### src/rtl/buf_id_arbiter_if.sv
// rtl/buf_id_arbiter_if.sv - request/grant and release bundle for the buffer ID arbiter
interface buf_id_arbiter_if;
    logic [3:0]  in_req;
    logic [3:0]  out_gnt;
    logic [3:0]  out_gnt_id;
    logic [10:0] out_gnt_addr;
    logic        in_rel_wr;
    logic [3:0]  in_rel_id;
    logic [4:0]  out_free_count;
    logic        out_rel_err;
    logic [15:0] out_busy_map;

    modport slave (
        input  in_req, in_rel_wr, in_rel_id,
        output out_gnt, out_gnt_id, out_gnt_addr, out_free_count, out_rel_err, out_busy_map
    );

    modport master (
        output in_req, in_rel_wr, in_rel_id,
        input  out_gnt, out_gnt_id, out_gnt_addr, out_free_count, out_rel_err, out_busy_map
    );
endinterface

### src/rtl/buf_id_arbiter.sv
// rtl/buf_id_arbiter.sv - round-robin ingress arbiter allocating lowest-free buffer IDs
module buf_id_arbiter #(
    parameter string PLATFORM = "xilinx",
    parameter int    ID_NUM   = 16
) (
    input logic             clk,
    input logic             rst_n,
    buf_id_arbiter_if.slave bus
);

    if (ID_NUM != 16 || PLATFORM == "") begin : g_bad_param
        $error("buf_id_arbiter supports exactly 16 buffer IDs");
    end

    typedef enum logic [1:0] {
        ARB_IDLE = 2'b00,
        ARB_GNT  = 2'b01,
        ARB_WAIT = 2'b10
    } arb_state_t;

    arb_state_t  state, state_n;
    logic [15:0] busy, busy_n;
    logic [1:0]  rr_ptr, rr_n;
    logic [1:0]  winner, winner_n;
    logic [3:0]  gnt, gnt_n;
    logic [3:0]  gnt_id, gnt_id_n;
    logic        rel_err, rel_err_n;

    logic [1:0]  pick, cand;
    logic        pick_found;
    logic [3:0]  low_id;
    logic        low_found;
    logic        alloc;
    logic        rel_hit;
    logic [15:0] rel_mask, alloc_mask;

    // Round-robin search over the four ingress ports starting at rr_ptr.
    always_comb begin
        pick       = rr_ptr;
        pick_found = 1'b0;
        cand       = '0;
        for (int k = 0; k < 4; k++) begin
            cand = rr_ptr + 2'(k);
            if (!pick_found && bus.in_req[cand]) begin
                pick       = cand;
                pick_found = 1'b1;
            end
        end
    end

    // Lowest free ID, taken from the registered (pre-release) bitmap.
    always_comb begin
        low_id    = '0;
        low_found = 1'b0;
        for (int i = 0; i < 16; i++) begin
            if (!low_found && !busy[i]) begin
                low_id    = 4'(i);
                low_found = 1'b1;
            end
        end
    end

    always_comb begin
        state_n  = state;
        alloc    = 1'b0;
        gnt_n    = '0;
        gnt_id_n = gnt_id;
        winner_n = winner;
        rr_n     = rr_ptr;
        case (state)
            ARB_IDLE: begin
                if (pick_found && low_found) begin
                    alloc    = 1'b1;
                    winner_n = pick;
                    gnt_n    = 4'b0001 << pick;
                    gnt_id_n = low_id;
                    state_n  = ARB_GNT;
                end
            end
            ARB_GNT: begin
                rr_n    = winner + 2'd1;
                state_n = ARB_WAIT;
            end
            ARB_WAIT: begin
                if (!bus.in_req[winner]) begin
                    state_n = ARB_IDLE;
                end
            end
            default: begin
                state_n = ARB_IDLE;
            end
        endcase
    end

    // A release of a free ID (including the one being allocated now) is only flagged.
    always_comb begin
        rel_hit    = bus.in_rel_wr && busy[bus.in_rel_id];
        rel_err_n  = bus.in_rel_wr && !busy[bus.in_rel_id];
        rel_mask   = rel_hit ? (16'b1 << bus.in_rel_id) : 16'b0;
        alloc_mask = alloc ? (16'b1 << low_id) : 16'b0;
        busy_n     = (busy & ~rel_mask) | alloc_mask;
    end

    always_ff @(posedge clk or negedge rst_n) begin
        if (!rst_n) begin
            state   <= ARB_IDLE;
            busy    <= '0;
            rr_ptr  <= '0;
            winner  <= '0;
            gnt     <= '0;
            gnt_id  <= '0;
            rel_err <= 1'b0;
        end else begin
            state   <= state_n;
            busy    <= busy_n;
            rr_ptr  <= rr_n;
            winner  <= winner_n;
            gnt     <= gnt_n;
            gnt_id  <= gnt_id_n;
            rel_err <= rel_err_n;
        end
    end

    assign bus.out_gnt        = gnt;
    assign bus.out_gnt_id     = gnt_id;
    assign bus.out_gnt_addr   = {gnt_id, 7'h0};
    assign bus.out_free_count = 5'd16 - 5'($countones(busy));
    assign bus.out_rel_err    = rel_err;
    assign bus.out_busy_map   = busy;

endmodule

### src/flat_wrapper.sv
// flat-port wrapper written by rule: the top's interface ports become plain ports
module buf_id_arbiter_flat 
#(
    parameter string PLATFORM = "      ",
    parameter int    ID_NUM   = 16
)
  (clk, rst_n, bus_in_req, bus_in_rel_wr, bus_in_rel_id, bus_out_gnt, bus_out_gnt_id, bus_out_gnt_addr, bus_out_free_count, bus_out_rel_err, bus_out_busy_map);
  buf_id_arbiter_if bus_i ();
  input logic clk;
  input logic rst_n;
  input wire logic [$bits(bus_i.in_req)-1:0] bus_in_req;
  input wire logic [$bits(bus_i.in_rel_wr)-1:0] bus_in_rel_wr;
  input wire logic [$bits(bus_i.in_rel_id)-1:0] bus_in_rel_id;
  output wire logic [$bits(bus_i.out_gnt)-1:0] bus_out_gnt;
  output wire logic [$bits(bus_i.out_gnt_id)-1:0] bus_out_gnt_id;
  output wire logic [$bits(bus_i.out_gnt_addr)-1:0] bus_out_gnt_addr;
  output wire logic [$bits(bus_i.out_free_count)-1:0] bus_out_free_count;
  output wire logic [$bits(bus_i.out_rel_err)-1:0] bus_out_rel_err;
  output wire logic [$bits(bus_i.out_busy_map)-1:0] bus_out_busy_map;
  assign bus_i.in_req = bus_in_req;
  assign bus_i.in_rel_wr = bus_in_rel_wr;
  assign bus_i.in_rel_id = bus_in_rel_id;
  assign bus_out_gnt = bus_i.out_gnt;
  assign bus_out_gnt_id = bus_i.out_gnt_id;
  assign bus_out_gnt_addr = bus_i.out_gnt_addr;
  assign bus_out_free_count = bus_i.out_free_count;
  assign bus_out_rel_err = bus_i.out_rel_err;
  assign bus_out_busy_map = bus_i.out_busy_map;
  buf_id_arbiter #(.PLATFORM(PLATFORM), .ID_NUM(ID_NUM)) u_core (.clk(clk), .rst_n(rst_n), .bus(bus_i));
endmodule
### config.mk
export PLATFORM = sky130hd
export DESIGN_NAME = buf_id_arbiter_flat
export DESIGN_NICKNAME = d
export VERILOG_FILES = /design/src/rtl/buf_id_arbiter_if.sv /design/src/rtl/buf_id_arbiter.sv /design/src/flat_wrapper.sv
export SDC_FILE = /design/constraint.sdc
export NUM_CORES = 1
export LEC_CHECK = 0
export ABC_AREA = 1
export BUFFER_PORTS_ARGS = -buffer_cell sky130_fd_sc_hd__clkbuf_2
export CAP_MARGIN = 20
export CORE_MARGIN = 8
export CORE_UTILIZATION = 40
export CTS_BUF_LIST = sky130_fd_sc_hd__clkbuf_4 sky130_fd_sc_hd__clkbuf_8
export DETAILED_ROUTE_END_ITERATION = 12
export PLACE_DENSITY = 0.63
export SLEW_MARGIN = 10
export SYNTH_ARGS = -nofsm -noshare
export SYNTH_HDL_FRONTEND = slang
export SYNTH_SLANG_ARGS = --single-unit
### constraint.sdc
create_clock -name clk -period 8.2 [get_ports clk]
set_input_delay 2.46 -clock clk [delete_from_list [all_inputs] [get_ports clk]]
set_output_delay 2.46 -clock clk [all_outputs]
set_load 0.02 [all_outputs]
# Word-level counts from Yosys, hierarchy flattened
# Cells that the tools add are included.
[classes]
add_sub_neg = 20
n_lt_le_gt_ge = 6
n_eq_ne = 4
shifts = 3
mux = 59
n_bitwise = 3
reduce_logical = 57
[ops]
columns = ["operator", "n"]
rows = [
  ["2-to-1 mux 4 bit", 10],
  ["adder 5 bit", 7],
  ["zero test 1 bit", 33],
  ["2-to-1 mux 16 bit", 2],
  ["left shift 1 x 4 -> 16 bit, first input constant", 2],
  ["2-to-1 mux 1 bit", 29],
  ["logical AND 1 bit", 21],
  ["adder 1 x 1 -> 2 bit", 8],
  ["AND 16 bit", 1],
  ["inverter 16 bit", 1],
  ["OR 16 bit", 1],
  ["less-than comparator 2 x 3 -> 1 bit, second input constant", 5],
  ["2-to-1 mux 2 bit", 7],
  ["2-to-1 mux 3 bit", 4],
  ["binary-select mux 1 bit (select 2 bit)", 5],
  ["one-hot mux 2 bit (3 select lines)", 1],
  ["less-than comparator 4 x 5 -> 1 bit, second input constant", 1],
  ["subtractor 5 bit, first input constant", 1],
  ["adder 2 x 1 -> 2 bit, second input constant", 2],
  ["adder 2 bit, second input constant", 2],
  ["binary-select mux 1 bit (select 4 bit)", 1],
  ["AND reduction 2 bit", 2],
  ["left shift 1 x 2 -> 4 bit, first input constant", 1],
  ["equality test 2 x 1 -> 1 bit, second input constant", 1],
  ["4 further kinds", 4],
]
[word_totals]
reg_bits = 31
inputBits = 11
output_inout_bits = 41
word_cells = 159

# Depth between registers and ports, before layout
[depth]
depth_word = 50
mapped_depth = 18

# Least setup slack after synthesis
# No wires, ideal clock.
[synth_path]
kind = "register -> output"
startpoint = "reg u_core.busy[14] (netlist: u_core.bus.out_busy_map[14])"
endpoint = "out bus_out_free_count[4]"
t_arrival_ns = 3.640
setup_slack_ns = 2.100
path_stages_with_launch = 11
n_path_buf = 0
path_cell_list = "dfrtp_1 -> ha_1 -> inv_1 -> fa_1 -> fa_1 -> fa_1 -> fa_1 -> ha_1 -> inv_1 -> fa_1 -> xnor2_1"
[synth_via]
elab_chain_len = 5
[synth_rtl]
columns = ["item", "line_no", "source"]
rows = [
  ["start: declaration", "buf_id_arbiter.sv:22", "logic [15:0] busy, busy_n;"],
  ["start signal: assignment", "buf_id_arbiter.sv:115", "busy <= busy_n;"],
  ["adder 1 x 1 -> 2 bit (not written as such)", "buf_id_arbiter.sv:127", "assign bus.out_free_count = 5'd16 - 5'($countones(busy));"],
  ["adder 5 bit (not written as such) (3 in a row)", "buf_id_arbiter.sv:127", ""],
  ["subtractor 5 bit", "buf_id_arbiter.sv:127", ""],
  ["end: declaration", "flat_wrapper.sv:17", "output wire logic [$bits(bus_i.out_free_count)-1:0] bus_out_free_count;"],
]
# Every way passes these cells.

# Worst setup path in the final report
# Ends and elaborated chain as after synthesis.

==> results_dict.tcl <==
set metrics [dict create \
    cts_sinks 31 \
    drive_above_1_share 0.150 \
    grt-ovfl-total 0 \
    die_h_um 95.3 \
    synth-simple-area-share 0.245 \
    cp.required_ps 5740 \
    numCtsBuffers 5 \
    ys_types 34 \
    rsz0062_at_grt "no" \
    clock_skew_ps 5.35 \
    dpl.hpwl_um 4880 \
    clk_pin_slew_ps 60 \
    first_pass_iters 4 \
    cp_cell_sequence "ha_1 > inv_1 > fa_1 > fa_1 > fa_1 > fa_1 > ha_1 > inv_1 > fa_1 > xnor2_1 > clkbuf_2" \
    initial_utilization 0.406 \
    port_buffers 44 \
    antenna_left 0 \
    die_w_um 95.3 \
    synth_warnings 0 \
    hold_ws_ps 555 \
    fin_crit_sh 0.771 \
    wire_per_inst_um 12.9 \
    ys_top_cells_by_area "dfrtp_1 (31%), nand2_1 (10%), inv_1 (9.2%)" \
    fmax_mhz 158 \
    post-cts-setup-buffers 0 \
    final_common_cell "nand2_1" \
    critPathMaxStageDelay_ps 550 \
    hold_viol 0 \
    synth.avg_cell_area_um2 7.42 \
    nets 418 \
    crit_path_end_kind "output port" \
    layout_common_cells "nand2_1 (67), inv_1 (62), clkbuf_2 (44), nor2_1 (31), dfrtp_1 (31)" \
    synth-main-ff-cell "dfrtp_1" \
    setup_violations 0 \
    criticalPathCategory "register to output port" \
    core_region_area_mm2 0.00620 \
    synth-compound-area-share 0.115 \
    seq_area_frac_synth 0.308 \
    grtUsageTotal 0.140 \
    max-slew-margin-rel 0.343 \
    fin_crit_ps 6320 \
    r2r-start "u_core.bus.out_busy_map[0]" \
    clock_tree.buffer_depth 2 \
    outcome "finished, final reports clean" \
    crit_fanout 6 \
    synth_top_area_frac 0.308 \
    worstMarginPinSlew_ps 985 \
    hold_buffers 0 \
    diodes 0 \
    ys_async_sr_fraction 1.00 \
    post-synth-top-area-cell "dfrtp_1" \
    ys_ff_latch 31 \
    die_area_mm2 0.00908 \
    synth_cells 339 \
    drv_cap 0 \
    fin_setup_tns_ps 0 \
    cp_slowest_cell "fa_1" \
    clkLatencyLatePin_ps 280 \
    path_common_cell "fa_1" \
    hold_depth 2 \
    reg2reg_depth 12 \
    synthMuxAreaShare 0 \
    cts_tree "built" \
    gp_congestion 0.875 \
    ios 52 \
    min_path_type "register to register" \
    cp_data_arrival_time_ps 3860 \
    r2r-end "u_core.bus.out_gnt_id[2]" \
    wl_um 5910 \
    critical_path_buf_inv_count 3 \
    rows 29 \
    grt_pass1_wl_um 10100 \
    synth_xor_area_frac 0.0169 \
    min_to "u_core.state[1]" \
    synth_edf_count 0 \
    start_kind "register" \
    grt_max_degree 32 \
    cp_top_family "adder cells" \
    htreeDepth 2 \
    fillCellCount 642 \
    grt_pass1_vias 2174 \
    antenna_found_initial 0 \
    drc_errors 0 \
    cts_root_buf "clkbuf_8" \
    r2r_slack_ps 5760 \
    drtIter0Drc 155 \
    stdcell_count 457 \
    slew_viol_final 0 \
    hp-start "u_core.state[0]" \
    synthToLayoutAreaGrowth_pct 13.3 \
    viasPerCell 4.92 \
    cts_resized 0 \
    dp_cells 449 \
    synth_top_family_by_area "simple AND/OR/NAND/NOR gates" \
    synthAdderAreaFrac 0.169 \
    synth_area_mm2 0.00252 \
    vias 2247 \
]
## worst max-delay path by stage
stage | from | end | cells after the start
floorplan | u_core.bus.out_busy_map[14] | bus_out_free_count[4] | 10
global placement | u_core.bus.out_busy_map[14] | bus_out_free_count[3] | 13
detailed placement | u_core.bus.out_busy_map[14] | bus_out_free_count[4] | 11
CTS | u_core.bus.out_busy_map[14] | bus_out_free_count[4] | 11
global route | u_core.bus.out_busy_map[14] | bus_out_free_count[4] | 11
finish | u_core.bus.out_busy_map[14] | bus_out_free_count[4] | 11
## state kept, by name, indices dropped and copies added, names as in the netlist
signal and flops:
u_core.bus.out_busy_map 16, u_core.bus.out_gnt 4, u_core.bus.out_gnt_id 4, u_core.rr_ptr 2, u_core.state 2, u_core.winner 2, u_core.bus.out_rel_err 1
## cells in the mapped netlist (all sizes together), types with 2 or more instances
cell type / number
a21oi: 5
a31oi: 3
buf: 15
clkbuf: 2
dfrtp: 31
fa: 10
ha: 18
inv: 63
nand2: 68
nand3: 25
nand4: 10
nor2: 32
nor3: 5
o21ai: 31
o22ai: 7
o31ai: 3
xnor2: 2
xor2: 2
## through the flow
stage	util	cell area (um2)	setup slack (ps)
floorplan	-	2540	2100
global placement	0.440	2730	2220
detailed placement	0.440	2730	2170
CTS	0.459	2850	1850
global route	0.459	2850	1680
finish	0.459	2850	1880
## tightest hold or removal path, delay by kind of cell, from the launching register on
| family | cells | cell delay (ps) |
|---|---|---|
| simple gates | 1 | 40 |
| flops | 1 | 380 |
| compound gates | 1 | 100 |
## per-layer routing
metal	track usage	routed length [um]	up-vias
met5	0	0	-
met4	0.0312	50	0
met3	0.0346	450	5
met2	0.236	2860	75
met1	0.177	2550	1017
li1	-	-	1150
## final cells by class
cell class / count / area [um2] / area share
timing repair buffer: 44 / 220 / 0.0773
clock inverter: 2 / 35.0 / 0.0123
sequential: 31 / 776 / 0.272
inverter: 64 / 240 / 0.0843
clock buffer: 6 / 82.6 / 0.0290
tap: 77 / 96.3 / 0.0338
multi-input combinational: 233 / 1400 / 0.491
## logic make-up (layout without fill, tap and decap cells)
logic type                 count (synthesis)  after routing
adders and majority gates                 28             28
buffers and inverters                     81            116
other                                      1              7
AOI/OAI and AO/OA                         52             52
xor gates and xnor gates                   4              4
DFF                                       31             31
and+or+nand+nor                          142            142
Power is left out: the tool's default activity adds up to more than one toggle a clock period on the data nets, which glitch-free logic cannot reach.
